==> config.mk <==
export PLATFORM = sky130hd
export DESIGN_NAME = sprite_load_ctrl
export DESIGN_NICKNAME = d
export VERILOG_FILES = /design/src/rtl/sprite_pkg.sv /design/src/rtl/sprite_slot_decode.sv /design/src/rtl/sprite_load_ctrl.sv
export SDC_FILE = /design/constraint.sdc
export NUM_CORES = 1
export LEC_CHECK = 0
export CORE_MARGIN = 2
export CORE_UTILIZATION = 30
export CTS_CLUSTER_DIAMETER = 80
export CTS_CLUSTER_SIZE = 12
export DETAILED_ROUTE_END_ITERATION = 10
export GPL_ROUTABILITY_DRIVEN = 0
export HOLD_SLACK_MARGIN = 0.15
export PLACE_DENSITY_LB_ADDON = 0.3
export SETUP_SLACK_MARGIN = 0.5
export SLEW_MARGIN = 10
export SYNTH_ARGS = -nofsm -noshare
export SYNTH_HDL_FRONTEND = slang
export SYNTH_SLANG_ARGS = --single-unit
==> constraint.sdc <==
create_clock -name clk_50m -period 2.12 [get_ports clk_50m]
set_input_delay 0.212 -clock clk_50m [delete_from_list [all_inputs] [get_ports clk_50m]]
set_output_delay 0.212 -clock clk_50m [all_outputs]
set_load 0.01 [all_outputs]
==> src/rtl/sprite_pkg.sv <==
// Shared constants, state encoding and slot address helper for sprite capture and rendering.
package sprite_pkg;

    localparam int unsigned SPRITE_FIRST_BASE = 2552896;
    localparam int unsigned SPRITE_STRIDE     = 1750;
    localparam int unsigned SPRITE_PIXELS     = 1750;
    localparam int unsigned SPRITE_SLOTS      = 3;

    typedef logic [0:0] cap_state_t;
    localparam cap_state_t StIdle    = 1'b0;
    localparam cap_state_t StCapture = 1'b1;

    function automatic int unsigned slot_base(input int unsigned first_base,
                                              input int unsigned stride,
                                              input int unsigned k);
        return first_base + k * stride;
    endfunction

endpackage

==> src/rtl/sprite_slot_decode.sv <==
// Combinational SDRAM base address to sprite slot decoder; also used for read-side bounds checks.
module sprite_slot_decode
    import sprite_pkg::*;
#(
    parameter int unsigned NUM_SLOTS   = SPRITE_SLOTS,
    parameter int unsigned FIRST_BASE  = SPRITE_FIRST_BASE,
    parameter int unsigned BASE_STRIDE = SPRITE_STRIDE,
    parameter int unsigned SDRAM_AW    = 24,
    parameter int unsigned SLOT_W      = (NUM_SLOTS > 1) ? $clog2(NUM_SLOTS) : 1
) (
    input  logic [SDRAM_AW-1:0] sdram_base_addr,
    output logic                hit,
    output logic [SLOT_W-1:0]   slot_idx
);

    always_comb begin
        hit      = 1'b0;
        slot_idx = '0;
        for (int unsigned k = 0; k < NUM_SLOTS; k++) begin
            if (sdram_base_addr == SDRAM_AW'(slot_base(FIRST_BASE, BASE_STRIDE, k))) begin
                hit      = 1'b1;
                slot_idx = SLOT_W'(k);
            end
        end
    end

endmodule

==> src/rtl/sprite_load_ctrl.sv <==
// Captures sprite frames out of the SD->SDRAM pixel stream into per-slot regions of the sprite BRAM.
module sprite_load_ctrl
    import sprite_pkg::*;
#(
    parameter int unsigned NUM_SLOTS   = SPRITE_SLOTS,
    parameter int unsigned SLOT_PIXELS = SPRITE_PIXELS,
    parameter int unsigned FIRST_BASE  = SPRITE_FIRST_BASE,
    parameter int unsigned BASE_STRIDE = SPRITE_STRIDE,
    parameter int unsigned DATA_W      = 16,
    parameter int unsigned SDRAM_AW    = 24,
    parameter int unsigned BRAM_AW     = $clog2(NUM_SLOTS * SLOT_PIXELS),
    parameter int unsigned SLOT_W      = (NUM_SLOTS > 1) ? $clog2(NUM_SLOTS) : 1
) (
    input  logic                 clk_50m,
    input  logic                 rst_n,
    input  logic                 pic_switch,
    input  logic [SDRAM_AW-1:0]  sdram_base_addr,
    input  logic                 sdram_wr_en,
    input  logic [DATA_W-1:0]    sdram_wr_data,
    output logic                 bram_we,
    output logic [BRAM_AW-1:0]   bram_addr,
    output logic [DATA_W-1:0]    bram_data,
    output logic                 busy,
    output logic [SLOT_W-1:0]    cur_slot,
    output logic [NUM_SLOTS-1:0] slot_loaded,
    output logic                 all_loaded,
    output logic [NUM_SLOTS-1:0] slot_short
);

    localparam int unsigned CNT_W = (SLOT_PIXELS > 1) ? $clog2(SLOT_PIXELS) : 1;

    cap_state_t           state_q, state_d;
    logic [CNT_W-1:0]     count_q, count_d;
    logic [BRAM_AW-1:0]   offset_q, offset_d;
    logic [SLOT_W-1:0]    slot_q, slot_d;
    logic [NUM_SLOTS-1:0] loaded_q, loaded_d;
    logic [NUM_SLOTS-1:0] short_q, short_d;
    logic                 we_q, we_d;
    logic [BRAM_AW-1:0]   addr_q, addr_d;
    logic [DATA_W-1:0]    data_q, data_d;
    logic                 busy_q, busy_d;
    logic                 last_word;
    logic                 hit;
    logic [SLOT_W-1:0]    hit_idx;

    sprite_slot_decode #(
        .NUM_SLOTS   (NUM_SLOTS),
        .FIRST_BASE  (FIRST_BASE),
        .BASE_STRIDE (BASE_STRIDE),
        .SDRAM_AW    (SDRAM_AW),
        .SLOT_W      (SLOT_W)
    ) u_decode (
        .sdram_base_addr (sdram_base_addr),
        .hit             (hit),
        .slot_idx        (hit_idx)
    );

    always_comb begin
        state_d   = state_q;
        count_d   = count_q;
        offset_d  = offset_q;
        slot_d    = slot_q;
        loaded_d  = loaded_q;
        short_d   = short_q;
        we_d      = 1'b0;
        addr_d    = addr_q;
        data_d    = data_q;
        last_word = 1'b0;

        // A new picture always wins over a pixel in the same cycle.
        if (pic_switch) begin
            if (state_q == StCapture) begin
                short_d[slot_q] = 1'b1;
            end
            if (hit) begin
                state_d           = StCapture;
                slot_d            = hit_idx;
                count_d           = '0;
                offset_d          = BRAM_AW'(32'(hit_idx) * SLOT_PIXELS);
                loaded_d[hit_idx] = 1'b0;
                short_d[hit_idx]  = 1'b0;
            end else begin
                state_d = StIdle;
            end
        end else if (state_q == StCapture && sdram_wr_en) begin
            we_d    = 1'b1;
            addr_d  = offset_q + BRAM_AW'(count_q);
            data_d  = sdram_wr_data;
            count_d = count_q + 1'b1;
            if (count_q == CNT_W'(SLOT_PIXELS - 1)) begin
                last_word        = 1'b1;
                loaded_d[slot_q] = 1'b1;
                state_d          = StIdle;
            end
        end

        // Stays up through the cycle that presents the final word.
        busy_d = (state_d == StCapture) || last_word;
    end

    always_ff @(posedge clk_50m or negedge rst_n) begin
        if (!rst_n) begin
            state_q  <= StIdle;
            count_q  <= '0;
            offset_q <= '0;
            slot_q   <= '0;
            loaded_q <= '0;
            short_q  <= '0;
            we_q     <= 1'b0;
            addr_q   <= '0;
            data_q   <= '0;
            busy_q   <= 1'b0;
        end else begin
            state_q  <= state_d;
            count_q  <= count_d;
            offset_q <= offset_d;
            slot_q   <= slot_d;
            loaded_q <= loaded_d;
            short_q  <= short_d;
            we_q     <= we_d;
            addr_q   <= addr_d;
            data_q   <= data_d;
            busy_q   <= busy_d;
        end
    end

    assign bram_we     = we_q;
    assign bram_addr   = addr_q;
    assign bram_data   = data_q;
    assign busy        = busy_q;
    assign cur_slot    = slot_q;
    assign slot_loaded = loaded_q;
    assign slot_short  = short_q;
    assign all_loaded  = &loaded_q;

endmodule

Word-level counts from Yosys, hierarchy flattened:

Cells that the tools add are included.

* logic and storage cells: 67
* bits of input ports: 44
* bits in registers: 63
* output and inout bits: 40

* $lt $le $gt $ge: 4
* reduce and logical (&&, ||, !) cells: 11
* multiply operators: 1
* bitwise logic cells: 6
* add/sub/neg operators: 2
* multiplexer cells: 28
* eq/ne operators: 5

Operators by type and width (count)
* $eq 24x22->1 const B: 3
* $mux 11: 3
* $mux 3: 7
* $mux 1: 15
* $add 13x11->13: 1
* $mul 2x10->12 const B: 1
* $add 11x1->11 const B: 1
* $eq 11x11->1 const B: 1
* $and 3x3->3: 2
* $lt 2x3->1 const B: 2
* $or 3x3->3: 2
* $reduce_and 2->1: 3
* $reduce_and 3->1: 2
* $demux 1 s2: 2
* $ge 2x1->1 const B: 2
* $reduce_bool 2->1: 2
* $logic_and 1x1->1: 3
* $not 3->3: 1
* $mux 2: 1
* $ne 2x1->1 const B: 1
* $logic_or 1x1->1: 1
* $not 1->1: 1

Logic depth before layout (Yosys ltp):

* depth after elaboration: 11
* mapped depth: 7
* mapped depth without buffers: 7

Cells and area by module:

A second synthesis with hierarchy kept.

* cells, all modules: 324
* area total of the unflattened synthesis: 2941.6 um^2

By module, submodules not included
* sprite_load_ctrl: cells an instance 304, area an instance 2802.7 um^2, seq. area each 1401.3 um^2, times used 1
* sprite_slot_decode: cells an instance 20, area an instance 138.9 um^2, seq. area each 0.0 um^2, times used 1

Least setup slack after synthesis:

OpenSTA, ideal clock, no wires.

* path type: reg-to-reg
* start: register cur_slot[0] (netlist name)
* end: register addr_q[9], in the netlist bram_addr[9]
* buffers on the path: 0
* clock period less this slack: 2.065 ns
* data arrival time: 1.996 ns
* setup time: 0.069 ns
* cell stages (with the launch flop): 8
* required time: 2.051 ns
* slack: 0.055 ns
* cells stage by stage: dfrtp_1 ha_1 fa_1 a21oi_1 o21ai_0 a211o_1 a211o_1 nand3_1

RTL lines
* end signal: assignment: RTL line sprite_load_ctrl.sv:121 `addr_q <= addr_d;`
* end: declaration: RTL line sprite_load_ctrl.sv:39 `logic [BRAM_AW-1:0] addr_q, addr_d;`

==> metrics <==
status=finished, final reports clean; htree depth=2; Cell Area, Synth=2953 um2; clk sink count=54; # IOs=84; CTS max path bufs=2; Comb power frac=7.1%; root buffer cell=clkbuf_8; Die Area=10,650 um2; Post-synth top cells=nand2_1 (82), dfrtp_1 (54), nor2_1 (17), o21ai_0 (16); TritonCTS clock tree=yes; share of layout cells above drive strength 1=24.55%; Reg power frac=55.2%; Seq/Total Area, Yosys=45.76%; final setup fails=0; crit share post-route=94.06%; final hold vios=0; routed length per placed instance=13.31 um; TritonRoute pass-1 iters=4; port bufs=83; DR iter-0 viols=75; Critical Path Sink Type=flop; largest cells by area after synthesis=dfrtp_1 (46%), nand2_1 (10%), ha_1 (5.1%); utilization after layout=47.95%; Clock power frac=37.8%; sw frac=21.94%; Core Rows=36; DR vias=2,756; CP Class=flop to flop; Worst EP required=2.37 ns; Initial Util=30.49%; setup TNS=0 ns; main flop type after synthesis=dfrtp_1; internal power=0.001456 W; Clock Latency Late Sink=0.31 ns; Worst Hold Class=input pin to async pin; DP HPWL=5554 um; Slew HR=64.95%; Yosys top cell by area=dfrtp_1; Layout Skew=0.006877 ns; Detail Route Antenna Nets=0; Worst R2R Path Depth=7; Setup crit start kind=flop; EDFF count, synth=0; nets=496; Max Cap Violations=0; Max VDD drop=0.2321 mV; most frequent cell after synthesis=nand2_1; Layout area overhead=57.25%; clk slew on worst S/H paths=0.10 ns; Multi-input gate area=1837 um2; largest net degree at the start of global routing=35; Synth warnings=0; CTS buffer count=5; post-layout minimum cycle time=1.994 ns; fmax=0.5015 GHz; RSZ-0062 raised after global routing=true; pwr/cell area=401.8 nW/um2; CP max FO=5; vias in the first global route=2,703; Async SR Flop Fraction=100.0%; Mean Syn Cell Area=9.315 um2; worst slew pin tran=0.5257 ns; number of distinct library cells after synthesis=58; vias per cell=4.810; Pins Over Slew Limit=0; CP arrival=2.24 ns; CORE AREA=9684 um2; share of the synthesized area in the top cell type=45.76%; DRT Wirelength=7625 um; Post-Syn Instances=317; Synth Register Bits=54; Fill cells=896; die height=103.2 um; NetSw=0.0004092 W; drc violations=0; GR Overflow Total=0; Tot GR Track Use=14.67%; # diodes=0; syn nets=374; Die X=103.2 um; Leak=2.088 nW; initial antenna violation count=0; Sequential cell area=1358 um2; first-pass GRT wire length=12,390 um
## final cells by class
type,instances,share of cell area (%)
Tap cell,133,3.584
Inverter,12,1.051
Clock inverter,2,0.8084
Sequential cell,54,29.24
Clock buffer,6,1.563
Timing Repair Buffer,125,24.20
Multi-Input combinational cell,241,39.56
## through the flow
step | setup WS [ns] | instances | power [W] | instance area (um2) | hold WS, ns
after floorplan | 0.2247 | 317 | 0.001068 | 3085 | -0.08359
after global placement | -0.03948 | 540 | 0.001185 | 4173 | 0.2137
after detailed placement | -0.08954 | 540 | 0.001186 | 4173 | 0.2210
after CTS | 0.1411 | 564 | 0.001893 | 4504 | 0.4159
after global routing | 0.05552 | 573 | 0.001938 | 4643 | 0.4215
final | 0.1259 | 573 | 0.001866 | 4643 | 0.4017
## power by group through the flow
stage | logic (W) | registers, W | clock network, W
after detailed placement | 0.000137 | 0.00105 | 0
after global placement | 0.000135 | 0.00105 | 0
after CTS | 0.000130 | 0.00103 | 0.000733
after floorplan | 0.0000178 | 0.00105 | 0
after global routing | 0.000143 | 0.00103 | 0.000766
final | 0.000132 | 0.00103 | 0.000705
## registers in the layout, indices dropped and copies added, names as in the netlist, 2 cells and up
name,count
count_q,11
slot_short,3
bram_addr,13
cur_slot,2
bram_data,16
slot_loaded,3
offset_q,3
## worst max-delay path, stage by stage, from the launching register on
cell and delay, ns:
dfrtp_2 0.49, ha_4 0.19, fa_2 0.36, a21oi_2 0.16, o21ai_2 0.08, a211o_1 0.28
a211o_1 0.30, nand3_1 0.08
## placed cells by master (no fill, tap or decap), types with 4 or more instances in the layout
master,instances
nor2_1,16
ha_4,7
dfrtp_2,5
nand3_1,8
nor3_1,4
clkdlybuf4s50_1,56
inv_1,11
dlygate4sd2_1,20
nor3b_1,4
buf_4,38
a21oi_1,6
a21o_1,9
dfrtp_1,49
a211oi_1,4
nand2_1,79
nor4b_4,4
ha_1,5
o21ai_0,13
clkbuf_8,5
## final timing paths
check | end | startpoint | slack (ns)
max | bram_addr[9] | cur_slot[0] | 0.13
min | bram_data[10] | rst_n | 0.40
max reg2reg | bram_addr[9] | cur_slot[0] | 0.13
min reg2reg | bram_data[0] | bram_data[0] | 0.48
max in group asynchronous | offset_q[10] | rst_n | 1.15
min in group clk_50m | slot_short[1] | sdram_base_addr[9] | 0.40
## timing repair
action                                  4_1_cts  5_1_grt
gates resized for setup                      48       25
cloned                                        1        0
endpoints found under the hold margin        20        0
hold buffers                                  1        0
pin swaps                                    17        7
buffers inserted                             14        9
endpoints found under the setup margin       30       27
## kinds of logic after synthesis
kind of cell	after synthesis	share of synthesized area, %
compound gates	65	16.23
xor+xnor	5	1.483
fa+ha+maj	13	5.763
buf+inv	23	3.136
flops	54	45.76
mux	3	1.102
simple gates	154	26.53
## metal layers
layer / up-vias / GRT usage [%] / wire (um)
met4: 0 / 5.466 / 126
li1: 1370 / - / -
met2: 79 / 26.17 / 3760
met5: - / 0 / 0
met1: 1298 / 17.69 / 3345
met3: 9 / 2.554 / 393
Note: power is estimated with default switching activity, not from simulation.
